<file path="config.mk">
export PLATFORM = sky130hd
export DESIGN_NAME = tx_queue_arb
export DESIGN_NICKNAME = d
export VERILOG_FILES = /design/src/rtl/tx_queue_arb.sv
export SDC_FILE = /design/constraint.sdc
export NUM_CORES = 1
export LEC_CHECK = 0
export ABC_AREA = 1
export BUFFER_PORTS_ARGS = -buffer_cell sky130_fd_sc_hd__buf_2
export CAP_MARGIN = 0
export CORE_MARGIN = 5
export CORE_UTILIZATION = 48
export CTS_CLUSTER_SIZE = 12
export DETAILED_ROUTE_END_ITERATION = 16
export HOLD_SLACK_MARGIN = 0.08
export PLACE_DENSITY = 0.8
export RECOVER_POWER = 50
export SLEW_MARGIN = 20
export SYNTH_ARGS = -nofsm -noshare
export SYNTH_HDL_FRONTEND = slang
export SYNTH_SLANG_ARGS = --single-unit
</file>
<file path="constraint.sdc">
create_clock -name clk -period 2.4 [get_ports clk]
set_clock_uncertainty 0.05 [all_clocks]
set_input_delay 0 -clock clk [delete_from_list [all_inputs] [get_ports clk]]
set_output_delay 0 -clock clk [all_outputs]
set_load 0.005 [all_outputs]
</file>
<file path="src/rtl/tx_queue_arb.sv">
// Round-robin frame arbiter: moves whole frames from two source FIFO pairs into one shared data/pointer FIFO pair.
// Latency: pointer read 1 cycle after detect, first byte written 5 cycles after detect, pointer written len+5 cycles after detect.
// Backpressure: a frame waits in CHECK until the pointer FIFO is not full and the data FIFO has room for the whole frame.
//
// Ports:
//   clk, rstn                        clock, asynchronous active-low reset
//   src_ptr_empty/src_ptr_rd         per-source pointer FIFO status and read strobe
//   src_ptr_dout0/1                  source pointer words {5'b0, len}, valid one cycle after read
//   src_data_rd, src_data_dout0/1    per-source data FIFO read strobe and bytes
//   data_fifo_din/wr/depth           shared data FIFO write port and occupancy
//   ptr_fifo_din/wr/full             shared pointer FIFO write port and full flag
//   grant                            one-hot source currently owning the shared FIFOs
//   drop                             one-cycle pulse when a zero-length frame is discarded
module tx_queue_arb #(
  parameter int DATA_SPACE_MAX = 4095
) (
  input  logic        clk,
  input  logic        rstn,
  input  logic [1:0]  src_ptr_empty,
  output logic [1:0]  src_ptr_rd,
  input  logic [15:0] src_ptr_dout0,
  input  logic [15:0] src_ptr_dout1,
  output logic [1:0]  src_data_rd,
  input  logic [7:0]  src_data_dout0,
  input  logic [7:0]  src_data_dout1,
  output logic [7:0]  data_fifo_din,
  output logic        data_fifo_wr,
  input  logic [11:0] data_fifo_depth,
  output logic [15:0] ptr_fifo_din,
  output logic        ptr_fifo_wr,
  input  logic        ptr_fifo_full,
  output logic [1:0]  grant,
  output logic        drop
);

  typedef enum logic [2:0] {
    IDLE    = 3'd0,
    PTR_RD  = 3'd1,
    PTR_LAT = 3'd2,
    CHECK   = 3'd3,
    COPY    = 3'd4,
    DRAIN   = 3'd5,
    PTR_WR  = 3'd6
  } state_t;

  localparam logic [12:0] SPACE_MAX = 13'(DATA_SPACE_MAX);

  state_t      state_q, state_d;
  logic        sel_q, sel_d;     // granted source index, held for the whole frame
  logic        last_q, last_d;   // source of the most recently finished or dropped frame
  logic [10:0] len_q, len_d;
  logic [10:0] cnt_q, cnt_d;     // remaining source data reads in COPY
  logic        data_wr_q;

  logic [1:0]  sel_onehot;
  logic [10:0] ptr_len;
  logic [12:0] space_sum;
  logic        unused_ptr_bits;

  assign sel_onehot = sel_q ? 2'b10 : 2'b01;
  assign ptr_len    = sel_q ? src_ptr_dout1[10:0] : src_ptr_dout0[10:0];
  // Widened so a nearly full FIFO plus a long frame cannot wrap and look like free space.
  assign space_sum  = {1'b0, data_fifo_depth} + {2'b00, len_q};

  // The upper pointer bits are reserved zeros; length lives in [10:0] only.
  assign unused_ptr_bits = ^{src_ptr_dout0[15:11], src_ptr_dout1[15:11]};

  always_comb begin
    state_d      = state_q;
    sel_d        = sel_q;
    last_d       = last_q;
    len_d        = len_q;
    cnt_d        = cnt_q;
    src_ptr_rd   = 2'b00;
    src_data_rd  = 2'b00;
    ptr_fifo_wr  = 1'b0;
    ptr_fifo_din = 16'h0000;
    drop         = 1'b0;
    grant        = 2'b00;

    case (state_q)
      IDLE: begin
        if (src_ptr_empty != 2'b11) begin
          // Both pending: alternate away from the last winner; otherwise take the only one.
          if (src_ptr_empty == 2'b00) sel_d = ~last_q;
          else                        sel_d = src_ptr_empty[0];
          state_d = PTR_RD;
        end
      end

      PTR_RD: begin
        grant      = sel_onehot;
        src_ptr_rd = sel_onehot;
        state_d    = PTR_LAT;
      end

      PTR_LAT: begin
        grant = sel_onehot;
        len_d = ptr_len;
        if (ptr_len == 11'd0) begin
          drop    = 1'b1;
          last_d  = sel_q;
          state_d = IDLE;
        end else begin
          state_d = CHECK;
        end
      end

      CHECK: begin
        grant = sel_onehot;
        // Space is only checked here: nothing else writes the shared FIFOs during COPY.
        if (!ptr_fifo_full && (space_sum <= SPACE_MAX)) begin
          cnt_d   = len_q;
          state_d = COPY;
        end
      end

      COPY: begin
        grant       = sel_onehot;
        src_data_rd = sel_onehot;
        cnt_d       = cnt_q - 11'd1;
        if (cnt_q == 11'd1) state_d = DRAIN;
      end

      DRAIN: begin
        // Last byte read in COPY is being written this cycle.
        grant   = sel_onehot;
        state_d = PTR_WR;
      end

      PTR_WR: begin
        grant        = sel_onehot;
        ptr_fifo_wr  = 1'b1;
        ptr_fifo_din = {5'b00000, len_q};
        last_d       = sel_q;
        state_d      = IDLE;
      end

      default: state_d = IDLE;
    endcase
  end

  always_ff @(posedge clk or negedge rstn) begin
    if (!rstn) begin
      state_q   <= IDLE;
      sel_q     <= 1'b0;
      last_q    <= 1'b1;   // source 0 wins the first contest after reset
      len_q     <= 11'd0;
      cnt_q     <= 11'd0;
      data_wr_q <= 1'b0;
    end else begin
      state_q   <= state_d;
      sel_q     <= sel_d;
      last_q    <= last_d;
      len_q     <= len_d;
      cnt_q     <= cnt_d;
      data_wr_q <= |src_data_rd;
    end
  end

  // Source bytes arrive one cycle after the read, aligned with the delayed strobe.
  assign data_fifo_wr  = data_wr_q;
  assign data_fifo_din = data_wr_q ? (sel_q ? src_data_dout1 : src_data_dout0) : 8'h00;

endmodule

</file>
======== Yosys cells after proc, flatten, opt, wreduce, memory -nomap -nowiden ========
Cells that the tools add are included.
word-level totals
  bits in registers ....................... 28
  bits of input ports ..................... 65
  output and inout port bits .............. 33
  word-level logic and storage cells ...... 56
cells by class
  $add $sub $neg .......................... 2
  order comparisons ....................... 1
  equal/unequal tests ..................... 12
  mux-type cells .......................... 21
  bitwise gates (word level) .............. 1
  reductions and logical operators ........ 13
operator list
  cell                                                               number
  two-way mux 11 bit                                                 3
  case mux 11 bit (2 select lines)                                   1
  case mux 3 bit (6 select lines)                                    1
  two-way mux 8 bit                                                  2
  adder 12 x 11 -> 13 bit                                            1
  less-or-equal comparator 13 x 12 -> 1 bit (second input constant)  1
  == test 11 x 1 -> 1 bit (second input constant)                    1
  logical NOT 11 bit                                                 1
  subtractor 11 x 1 -> 11 bit (second input constant)                1
  two-way mux 2 bit                                                  5
  != test 2 bit (second input constant)                              5
  == test 3 bit (second input constant)                              3
  two-way mux 3 bit                                                  3
  == test 3 x 2 -> 1 bit (second input constant)                     2
  AND reduction 2 bit                                                3
  OR reduction 6 bit                                                 1
  two-way mux 1 bit                                                  5
  nonzero test 2 bit                                                 2
  == test 3 x 1 -> 1 bit (second input constant)                     1
  logical NOT 3 bit                                                  1
  AND reduction 3 bit                                                1
  logical NOT 2 bit                                                  1
  case mux 1 bit (2 select lines)                                    1
  OR reduction 2 bit                                                 1
  3 further kinds                                                    3

======== Depth between registers and ports, before layout ========
Gate-level depths: netlist (run 1).
  depth after elaboration ................. 5
  mapped depth ............................ 12
  mapped depth without buffers ............ 10

======== Least setup slack after synthesis (run 1) ========
No wires, ideal clock.
  kind .................................... register to register
  start point ............................. reg len_q[0]
  end point ............................... reg cnt_q[2]
  library setup time ...................... 0.117 ns
  arrival ................................. 1.532 ns
  required time ........................... 2.233 ns
  setup slack ............................. 0.701 ns
  stages on the path, launching flop included .. 10
  path buffers ............................ 1
  period minus slack after synthesis ...... 1.699 ns
  path through ............................ dfrtp_1 -> ha_1 -> fa_1 -> nand3_1 -> nand2_1 -> nand3_1 -> nand4_1 -> buf_2 -> nand3_1 -> nand2_1
between the ends
  word-level cells in the longest chain between the ends .. 5
RTL lines
  item                                       RTL line  RTL
  start, declared                            51        logic [10:0] len_q, len_d;
  start signal, assigned                     155       len_q <= len_d;
  adder 12 x 11 -> 13 bit                    63        assign space_sum = {1'b0, data_fifo_depth} + {2'b00, len_q};
  less-or-equal comparator 13 x 12 -> 1 bit  112       if (!ptr_fifo_full && (space_sum <= SPACE_MAX)) begin
  logical AND 1 bit                          112
  != test 2 bit (no source line)             --
  AND reduction 2 bit (no source line)       --
  end signal, assigned                       156       cnt_q <= cnt_d;
  end, declared                              52        logic [10:0] cnt_q, cnt_d;
Every way passes these cells.
A chain may end at the register's enable or synchronous reset.

======== Worst setup path after layout (run 1) ========
  start point ............................. reg state_q[2]
  end point ............................... reg cnt_q[9]
between the ends
  word-level cells in the longest chain between the ends .. 3
  elaborated cells on any way between the ends .. 6
  those cells by class .................... 3 x eq/ne; 1 x mux; 2 x reduce/logical
RTL lines
  item                                                                         RTL line  RTL
  start, declared                                                              48        state_t state_q, state_d;
  start signal, assigned                                                       152       state_q <= state_d;
  == test 3 x 2 -> 1 bit / == test 3 bit (equally long branches)               81        case (state_q)
  != test 2 bit (no source line) / nonzero test 2 bit (equally long branches)  --
  AND reduction 2 bit (no source line)                                         --
Several ways; a longest one is shown, not always the timed one.

==> flow_metrics.tcl, run 1 <==
set metrics [dict create \
    core_um2 4690 \
    power_density_nw_per_um2 1070 \
    clkLatencyLatePin_ns 0.28 \
    synthToLayoutAreaGrowth_pct 30.0 \
    cts_resized 0 \
    numCtsBuffers 3 \
    synthesis.area_um2 2310 \
    p_comb_frac 0.567 \
    grt_max_degree 29 \
    p_int_mw 1.70 \
    maxCapViolations 1 \
    async_reset_ff_frac 1.00 \
    ir_drop_mv 0.472 \
    seqPwrFrac 0.315 \
    drc_errors 0 \
    drtIter0Drc 137 \
    drt-total-wl_um 6250 \
    synth_ff_type "dfrtp_1" \
    final_nets 540 \
    fin_setup_tns_ns 0 \
    diodes 0 \
    routedWlPerCell_um 12.1 \
    avgSynthCellArea_um2 6.39 \
    drt_first_pass_iters 4 \
    io_buffers 82 \
    ant_nets 0 \
    cts_tree "done" \
    cp-start-kind "register" \
    place_congestion 0.876 \
    min_period_over_period 0.886 \
    rrSetupSlack_ns 0.27 \
    cp_top_family "buffers and inverters" \
    placementRows 25 \
    cp_slowest_cell "inv_1" \
    grt_usage 0.200 \
    htree_levels 1 \
    switching_share 0.474 \
    power_frac_clock 0.119 \
    drive_gt1_frac 0.191 \
    arrival_ns 2.26 \
    setup_viol_count_final 0 \
    hold_class "in2reg" \
    crit_top_cell "nand2_1" \
    cp.buffers_inverters 2 \
    finalHoldViolCount 0 \
    ctsLongestPathBuffers 2 \
    required_ns 2.53 \
    viasPerCell 4.88 \
    start_util 0.493 \
    die-area_um2 6310 \
    overflow 0 \
    die_w_um 79.4 \
    crit_path_max_incr_delay_ns 0.52 \
    ys_seq_area_frac 0.304 \
    path_cells "inv_1 > nor2_8 > inv_1 > nand2_1 > nand2_1 > nand2_1" \
    rsz0062_at_grt "no" \
    clockRootBuffer "clkbuf_8" \
    cts.sinks 28 \
    status "finished with violations" \
    slew_headroom -0.0364 \
    grt_pass1_vias 2344 \
    end_kind "register" \
    final_max_slew_viol_count 29 \
    critical_path_class "reg2reg" \
    antenna_found_initial 0 \
    path_clk_slew_ns 0.10 \
    fin_crit_ns 2.13 \
    worstMarginPinSlew_ns 1.55 \
    synth_seq_cells 28 \
    synth_edf_count 0 \
    max_freq_ghz 0.470 \
    failed_checks "max-capacitance violations, max-slew violations" \
    p_switching_mw 1.53 \
    grt_first_pass_wirelength_um 10300 \
    synth_cells 362 \
    io_pins 98 \
    p_total_mw 3.23 \
    crit_fanout 22 \
    leakagePower_nw 1.74 \
    via_count 2514 \
    die_h_um 79.4 \
    yosys_warnings 0 \
    synth.distinct_cells 32 \
    hpwl_um 4480 \
]
## registers in the layout (all words and copies together) (netlist names)
name	flops
cnt_q	11
len_q	11
state_q	3
data_fifo_wr	1
last_q	1
sel_q	1
## cell usage after synthesis, types with 2 or more instances
master,instances,area share
buf_2,3,0.0065
o21ai_0,28,0.061
o22ai_1,2,0.0054
nand4_1,4,0.011
inv_1,48,0.078
o21ai_1,4,0.0087
buf_4,6,0.019
ha_1,12,0.065
inv_2,4,0.0065
nand3_1,22,0.048
a21oi_1,7,0.015
nor2_1,56,0.091
buf_6,4,0.019
dfrtp_1,27,0.29
nand2_1,113,0.18
xor2_1,2,0.0076
clkbuf_1,5,0.0081
## path summary, 6_finish.rpt
kind | end | cells after the start | from
worst min register to register | last_q$_DFFE_PN1P_ | 2 | last_q$_DFFE_PN1P_
worst max-delay path | cnt_q[9]$_DFFE_PN0P_ | 6 | state_q[2]$_DFFE_PN0P_
worst max register to register | cnt_q[9]$_DFFE_PN0P_ | 6 | state_q[2]$_DFFE_PN0P_
worst min-delay path | state_q[0]$_DFFE_PN0P_ | 5 | ptr_fifo_full
min in group asynchronous | cnt_q[1]$_DFFE_PN0P_ | 2 | rstn
max in group asynchronous | cnt_q[2]$_DFFE_PN0P_ | 2 | rstn
## power groups by stage
stage	clock, mW	combinational, mW	sequential, mW
final	0.383	1.83	1.02
after global routing	0.406	2.10	1.06
after CTS	0.387	1.82	1.02
after detailed placement	0	1.68	1.02
after global placement	0	1.62	1.01
after floorplan	0	1.40	0.905
## layout by cell type (no fill, tap or decap), types with 2 or more instances in the layout
| cell | synthesis | routed |
|---|---|---|
| a21oi_1 | 7 | 7 |
| buf_2 | 3 | 71 |
| buf_4 | 6 | 2 |
| clkbuf_1 | 5 | 9 |
| clkbuf_2 | 0 | 2 |
| clkbuf_8 | 0 | 3 |
| conb_1 | 1 | 5 |
| dfrtp_1 | 27 | 27 |
| dlygate4sd3_1 | 0 | 25 |
| ha_1 | 12 | 12 |
| inv_1 | 48 | 50 |
| inv_2 | 4 | 2 |
| nand2_1 | 113 | 113 |
| nand3_1 | 22 | 22 |
| nand4_1 | 4 | 4 |
| nor2_1 | 56 | 56 |
| o21ai_0 | 28 | 28 |
| o21ai_1 | 4 | 4 |
| o22ai_1 | 2 | 2 |
| xor2_1 | 2 | 2 |
## repair_timing
action                    4_1_cts  5_1_grt
hold buffers                   25        0
hold endpoints to repair       40        0
buffers inserted                0        0
## worst min-delay path: stages
cell	delay, ns
buf_2	0.07
inv_1	0.05
nand4_1	0.09
nand2_1	0.10
nand2_1	0.08
## cells by family after synthesis
| group | synth area share |
|---|---|
| buffers and inverters | 0.141 |
| flip-flops | 0.304 |
| AND/OR/NAND/NOR | 0.361 |
| other | 0.00162 |
| adder cells (fa/ha/maj) | 0.0736 |
| XOR/XNOR | 0.00758 |
| AO/OA/AOI/OAI | 0.112 |
## per-stage QoR
stage	instances	hold WS, ns	util	setup slack (ns)	area [um^2]
final	515	0.0996	0.641	0.274	3010
after global routing	515	0.153	0.641	0.0517	3010
after CTS	515	0.0974	0.643	0.299	3020
after detailed placement	486	0.00266	0.575	0.465	2700
after global placement	486	0.0000924	0.575	0.482	2700
after floorplan	366	-0.346	-	0.701	2330
## routing by layer
metal / global-route usage / vias up / wire length, um / share of wire
met5: 0 / - / 0 / 0
met4: 0.0344 / 0 / 68 / 0.011
met3: 0.0350 / 8 / 346 / 0.055
met2: 0.373 / 73 / 3280 / 0.52
met1: 0.242 / 1119 / 2560 / 0.41
li1: - / 1314 / - / -
## area by class of cell
type / instances / area, um^2
clock buffer: 3 / 41.3
clock inverter: 1 / 30.0
fill: 417 / 1690
inverter: 53 / 201
multi-input combinational: 267 / 1300
sequential: 28 / 702
tap: 54 / 67.6
timing repair buffer: 109 / 664
(Power assumes the default switching activity.)
==> run 2: changes to the inputs <==
CORE_UTILIZATION = 44   (was 48)
PLACE_DENSITY = 0.77   (was 0.8)
clock period = 1.8 ns   (was 2.4 ns; I/O delays follow)
==> run 2 against run 1 <==
Against the previous run: the run now ends clean; worst setup slack got worse by 0.27 ns; count of clock-buffer cells in the layout unchanged; total power increased by 47%; sequential power increased by 30%.
==> flow_metrics.tcl, run 2 (synthesized netlist as in run 1, its figures left out) <==
set metrics [dict create \
    finalHoldViolCount 0 \
    synthToLayoutAreaGrowth_pct 41.7 \
    drc_errors 0 \
    numCtsBuffers 3 \
    min_period_over_period 0.998 \
    ant_nets 0 \
    drtIter0Drc 140 \
    final_nets 558 \
    max_freq_ghz 0.556 \
    io_pins 98 \
    core_um2 5110 \
    clkLatencyLatePin_ns 0.27 \
    cp.buffers_inverters 1 \
    status "finished, final reports clean" \
    die_h_um 82.5 \
    clockRootBuffer "clkbuf_8" \
    required_ns 1.92 \
    final_cell_mix "nand2_1 (108), buf_2 (78), nor2_1 (53), inv_1 (48), o21ai_0 (27)" \
    placedInstanceArea_um2 2780 \
    placementRows 26 \
    grt_usage 0.186 \
    path_clk_slew_ns 0.10 \
    hpwl_um 4680 \
    cp-start-kind "register" \
    power_density_nw_per_um2 1450 \
    diodes 0 \
    die-area_um2 6800 \
    worstMarginPinSlew_ns 0.685 \
    cts_tree "done" \
    fin_crit_ns 1.80 \
    critical_path_class "reg2reg" \
    rsz0062_at_grt "yes" \
    start_util 0.453 \
    cts.sinks 28 \
    routedWlPerCell_um 12.2 \
    final_max_slew_viol_count 0 \
    end_kind "register" \
    slew_headroom 0.543 \
    placed_cells 511 \
    crit_top_cell "nand3_2" \
    crit_path_max_incr_delay_ns 0.39 \
    grt_pass1_vias 2363 \
    fin_cells 549 \
    via_count 2607 \
    place_congestion 0.920 \
    path_cells "ha_2 > fa_2 > nand3_2 > nand2_2 > nand3_2 > nand4_1 > buf_4 > nand3_1 > nand2_1" \
    drive_gt1_frac 0.280 \
    hold_class "in2reg" \
    cp_slowest_cell "dfrtp_1" \
    htree_levels 1 \
    ctsLongestPathBuffers 2 \
    fillers 439 \
    crit_fanout 5 \
    stdcell_area_um2 3280 \
    antenna_found_initial 0 \
    overflow 0 \
    drt_first_pass_iters 4 \
    cp_top_family "simple AND/OR/NAND/NOR gates" \
    ir_drop_mv 0.777 \
    reg.largest.list "cnt_q: 11 flops, len_q: 11 flops, state_q: 3 flops" \
    io_buffers 82 \
    grt_first_pass_wirelength_um 10100 \
    arrival_ns 1.92 \
    viasPerCell 4.75 \
    die_w_um 82.5 \
    leakagePower_nw 1.86 \
    utilization 0.642 \
    layout_commonest_cell "nand2_1" \
    grt_max_degree 29 \
    setup_viol_count_final 0 \
    drt-total-wl_um 6710 \
    maxCapViolations 0 \
]
==> run 2: cell types whose count changed in the layout (fill, tap and decap cells not counted), moves of 3 or more <==
cell	delta
buf_2	+7
buf_4	+14
buf_6	+3
clkbuf_1	-7
ha_1	-5
ha_4	+4
nand2_1	-5
nand2_2	+5
nand3_1	-3
nand3_2	+3
nor2_1	-3
nor2_2	+3
==> run 2: report_power, final <==
part / switching, mW / leakage, nW / total [mW] / internal, mW
Clock: 0.198 / 0.0357 / 0.496 / 0.298
Sequential: 0.370 / 0.341 / 1.33 / 0.955
Combinational: 1.63 / 1.48 / 2.93 / 1.30
Total: 2.20 / 1.86 / 4.75 / 2.55
==> run 2: timing repair <==
item | 4_1_cts | 5_1_grt
setup endpoints to repair | 1 | 21
resized for setup | 1 | 27
hold buffers | 25 | 0
buffers inserted | 0 | 8
endpoints found under the hold margin | 40 | 0
cloned | 0 | 1
pin swaps | 0 | 2
==> run 2: cell type report <==
type,instances,area (um^2),share of cell area
Sequential cell,28,703,0.215
Clock inverter,1,30.0,0.00916
Inverter,53,201,0.0615
Multi-Input combinational cell,267,1400,0.426
Clock buffer,3,41.3,0.0126
Tap cell,70,87.6,0.0267
Timing Repair Buffer,127,816,0.249
==> run 2: metrics by stage <==
stage	TNS, ns	worst slack, ns	hold slack, ns	power, mW
after detailed placement	0	0.0252	-0.00377	3.74
after CTS	0	0.00732	0.138	4.43
after floorplan	0	0.101	-0.346	3.07
final	0	0.00292	0.161	4.75
after global routing	-1.43	-0.129	0.170	5.23
after global placement	0	0.0601	-0.00265	3.65
==> run 2: metal layers <==
layer / routed length [um] / GRT usage / part of all wire / vias up
met4: 91 / 0.0196 / 0.014 / 0
met5: 0 / 0 / 0 / -
met2: 3550 / 0.337 / 0.53 / 82
met1: 2640 / 0.237 / 0.39 / 1164
met3: 425 / 0.0336 / 0.063 / 12
li1: - / - / - / 1349
==> run 2: path summary, 6_finish.rpt <==
kind / to / cells after the start / startpoint / slack [ns]
setup reg to reg: cnt_q[2]$_DFFE_PN0P_ / 9 / len_q[0]$_DFFE_PN0N_ / 0.003
hold reg to reg: last_q$_DFFE_PN1P_ / 2 / last_q$_DFFE_PN1P_ / 0.45
setup / recovery: cnt_q[2]$_DFFE_PN0P_ / 9 / len_q[0]$_DFFE_PN0N_ / 0.003
max in group asynchronous: sel_q$_DFFE_PN0P_ / 2 / rstn / 0.99
min in group asynchronous: cnt_q[3]$_DFFE_PN0P_ / 2 / rstn / 0.24
hold / removal: state_q[0]$_DFFE_PN0P_ / 6 / src_ptr_empty[0] / 0.16
==> run 2: worst reg2reg max path, delay by kind of cell (launching register included) <==
family / cells / cell delay [ns]
and+or+nand+nor: 6 / 0.52
adders and majority gates: 2 / 0.51
buffers and inverters: 1 / 0.22
DFF: 1 / 0.39
==> run 3: changes to the inputs <==
ABC_AREA = not set   (was 1)
CORE_UTILIZATION = 42   (was 44)
PLACE_DENSITY = 0.76   (was 0.77)
==> run 3 against run 2 <==
Against the previous run: the run now ends with negative setup slack left; die area fell by 4.5%; worst setup slack got worse by 0.24 ns; count of clock-buffer cells in the layout rose by 1; design area fell by 3.8%; largest power group unchanged; combinational power fell by 8.5%; via count fell by 9.6%; sequential power fell by 12%; highest routed layer unchanged; register-to-register slack got worse by 0.24 ns; first-iteration DRC count rose by 84%.
==> flow_metrics.tcl, run 3 <==
set metrics [dict create \
    status "finished with violations" \
    failed_checks "negative setup slack" \
    routedWlPerCell_um 16.6 \
    viasPerCell 5.47 \
    grt_first_pass_wirelength_um 11700 \
    path_cells "ha_2 > fa_2 > a211oi_2 > o211a_1 > o21ai_2 > o211ai_1 > o221a_2" \
    drt-total-wl_um 7160 \
    finalHoldViolCount 0 \
    rsz0062_at_grt "yes" \
    numCtsBuffers 3 \
    p_comb_frac 0.629 \
    reg.largest.list "cnt_q: 11 flops, len_q: 11 flops, state_q: 3 flops" \
    overflow 0 \
    cts.sinks 28 \
    die_h_um 80.6 \
    diodes 0 \
    synth.distinct_cells 49 \
    seqPwrFrac 0.275 \
    final_max_slew_viol_count 0 \
    antenna_found_initial 0 \
    yosys_warnings 0 \
    path_clk_slew_ns 0.10 \
    clockRootBuffer "clkbuf_8" \
    arrival_ns 2.21 \
    synth_edf_count 0 \
    fillers 367 \
    async_reset_ff_frac 1.00 \
    p_switching_mw 1.82 \
    power_density_nw_per_um2 1350 \
    layout_commonest_cell "buf_2" \
    synth_cells 234 \
    crit_path_max_incr_delay_ns 0.40 \
    place_congestion 0.897 \
    drive_gt1_frac 0.396 \
    htree_levels 1 \
    min-delay-start "ptr_fifo_full" \
    fin_ws_ns -0.237 \
    synth_top_area_frac 0.323 \
    max_freq_ghz 0.491 \
    final_nets 443 \
    fin_crit_ns 2.04 \
    ir_drop_mv 0.637 \
    final_cell_mix "buf_2 (79), buf_4 (29), dfrtp_1 (26), nor2_1 (25), dlygate4sd3_1 (25)" \
    core_um2 4790 \
    slew_headroom 0.519 \
    switching_share 0.427 \
    grt_usage 0.231 \
    clkLatencyLatePin_ns 0.28 \
    cp_slowest_cell "dfrtp_1" \
    cts_tree "done" \
    required_ns 1.98 \
    grt_max_degree 29 \
    die-area_um2 6500 \
    synth_seq_cells 28 \
    cp-startpoint "len_q[0]$_DFFE_PN0N_" \
    hold_class "in2reg" \
    synth_ff_type "dfrtp_1" \
    yosys.area.top_type "dfrtp_1" \
    yosys-top-cells-area "dfrtp_1 (32%), mux2i_1 (9.1%), ha_1 (7.2%), nor2_1 (4.8%), and2_1 (4.2%)" \
    whs_ns 0.137 \
    setup_viol_count_final 27 \
    io_pins 98 \
    ant_nets 0 \
    synthToLayoutAreaGrowth_pct 50.5 \
    start_util 0.438 \
    via_count 2358 \
    die_w_um 80.6 \
    leakagePower_nw 1.52 \
    ctsLongestPathBuffers 2 \
    placementRows 25 \
    avgSynthCellArea_um2 8.95 \
    min_period_over_period 1.13 \
    hpwl_um 5080 \
    crit_fanout 7 \
    critical_path_class "reg2reg" \
    drc_errors 0 \
    timing.rr.start "len_q[0]$_DFFE_PN0N_" \
    synthesis.area_um2 2090 \
    ys_seq_area_frac 0.335 \
    cp-start-kind "register" \
    fin_setup_tns_ns -3.31 \
    grt_pass1_vias 2498 \
    synth_common_cells "dfrtp_1 (27), nor2_1 (27), mux2i_1 (19)" \
    p_int_mw 2.44 \
    io_buffers 82 \
    drt_first_pass_iters 4 \
    maxCapViolations 0 \
    drtIter0Drc 257 \
    end_kind "register" \
    power_frac_clock 0.096 \
    worstMarginPinSlew_ns 0.721 \
]
## run 3: cell count changes after synthesis, sizes merged, moves of 5 or more
| cell | delta |
|---|---|
| a31oi | +5 |
| mux2i | +19 |
| o211ai | +6 |
| nor2b | +8 |
| nor2 | -30 |
| o21ai | -17 |
| and2 | +14 |
| nand2 | -105 |
| inv | -50 |
| a21oi | +7 |
| nand3 | -13 |
## run 3: per-layer routing
layer	wire length (um)	part of all wire	track usage	vias up
met3	539	0.075	0.0415	26
li1	-	-	-	1110
met5	0	0	0	-
met2	3700	0.52	0.421	114
met1	2690	0.38	0.267	1108
met4	240	0.034	0.0811	0
## run 3: stage by stage
step | utilization | instance area, um^2 | std cells | power [mW] | setup slack (ns)
after floorplan | - | 2130 | 238 | 2.60 | -0.184
after global placement | 0.573 | 2740 | 400 | 3.43 | -0.259
after detailed placement | 0.573 | 2740 | 400 | 3.53 | -0.315
after CTS | 0.656 | 3140 | 432 | 4.18 | -0.229
after global routing | 0.659 | 3150 | 431 | 4.58 | -0.291
final | 0.659 | 3150 | 431 | 4.26 | -0.237
## run 3: power by group through the flow
stage / logic, mW / clock network, mW / registers, mW
after floorplan: 1.44 / 0 / 1.16
after global placement: 2.28 / 0 / 1.16
after detailed placement: 2.36 / 0 / 1.17
after CTS: 2.61 / 0.404 / 1.17
after global routing: 2.93 / 0.435 / 1.22
final: 2.68 / 0.407 / 1.17
## run 3: worst max-delay path: cells and delay by family, from the launching register on
family | cells | cell delay [ns]
DFF | 1 | 0.40
adders and majority gates | 2 | 0.51
AOI/OAI and AO/OA | 5 | 1.02
## run 3: timing repair
action	4_1_cts	5_1_grt
setup buffers	3	0
setup endpoints to repair	16	25
hold buffers	25	0
gates cloned	0	0
pin swaps	9	4
gates resized for setup	18	9
hold endpoints to repair	40	0
## run 3: cell type report
class                      instances  area, um^2  area share
multi-input combinational        189        1390       0.440
timing repair buffer             139         896       0.284
sequential                        28         703       0.223
tap                               67        83.8      0.0266
clock buffer                       4        55.1      0.0175
inverter                           4        27.5     0.00873
## run 3: final timing paths
check	endpoint	slack, ns	cells past startpoint
max	cnt_q[0]$_DFFE_PN0P_	-0.24	7
max reg2reg	cnt_q[0]$_DFFE_PN0P_	-0.24	7
max in group asynchronous	sel_q$_DFFE_PN0P_	0.94	2
min reg2reg	cnt_q[7]$_DFFE_PN0P_	0.54	2
min	state_q[2]$_DFFE_PN0P_	0.14	5
min in group asynchronous	cnt_q[8]$_DFFE_PN0P_	0.26	2
## run 3: logic make-up (layout without fill, tap and decap cells)
family / count (synthesis) / after routing / synth area share
buf+inv: 21 / 147 / 0.0615
other cells: 1 / 5 / 0.00179
mux: 20 / 20 / 0.0962
flops: 28 / 28 / 0.335
fa+ha+maj: 13 / 13 / 0.0812
simple gates: 92 / 92 / 0.238
compound gates: 59 / 59 / 0.186
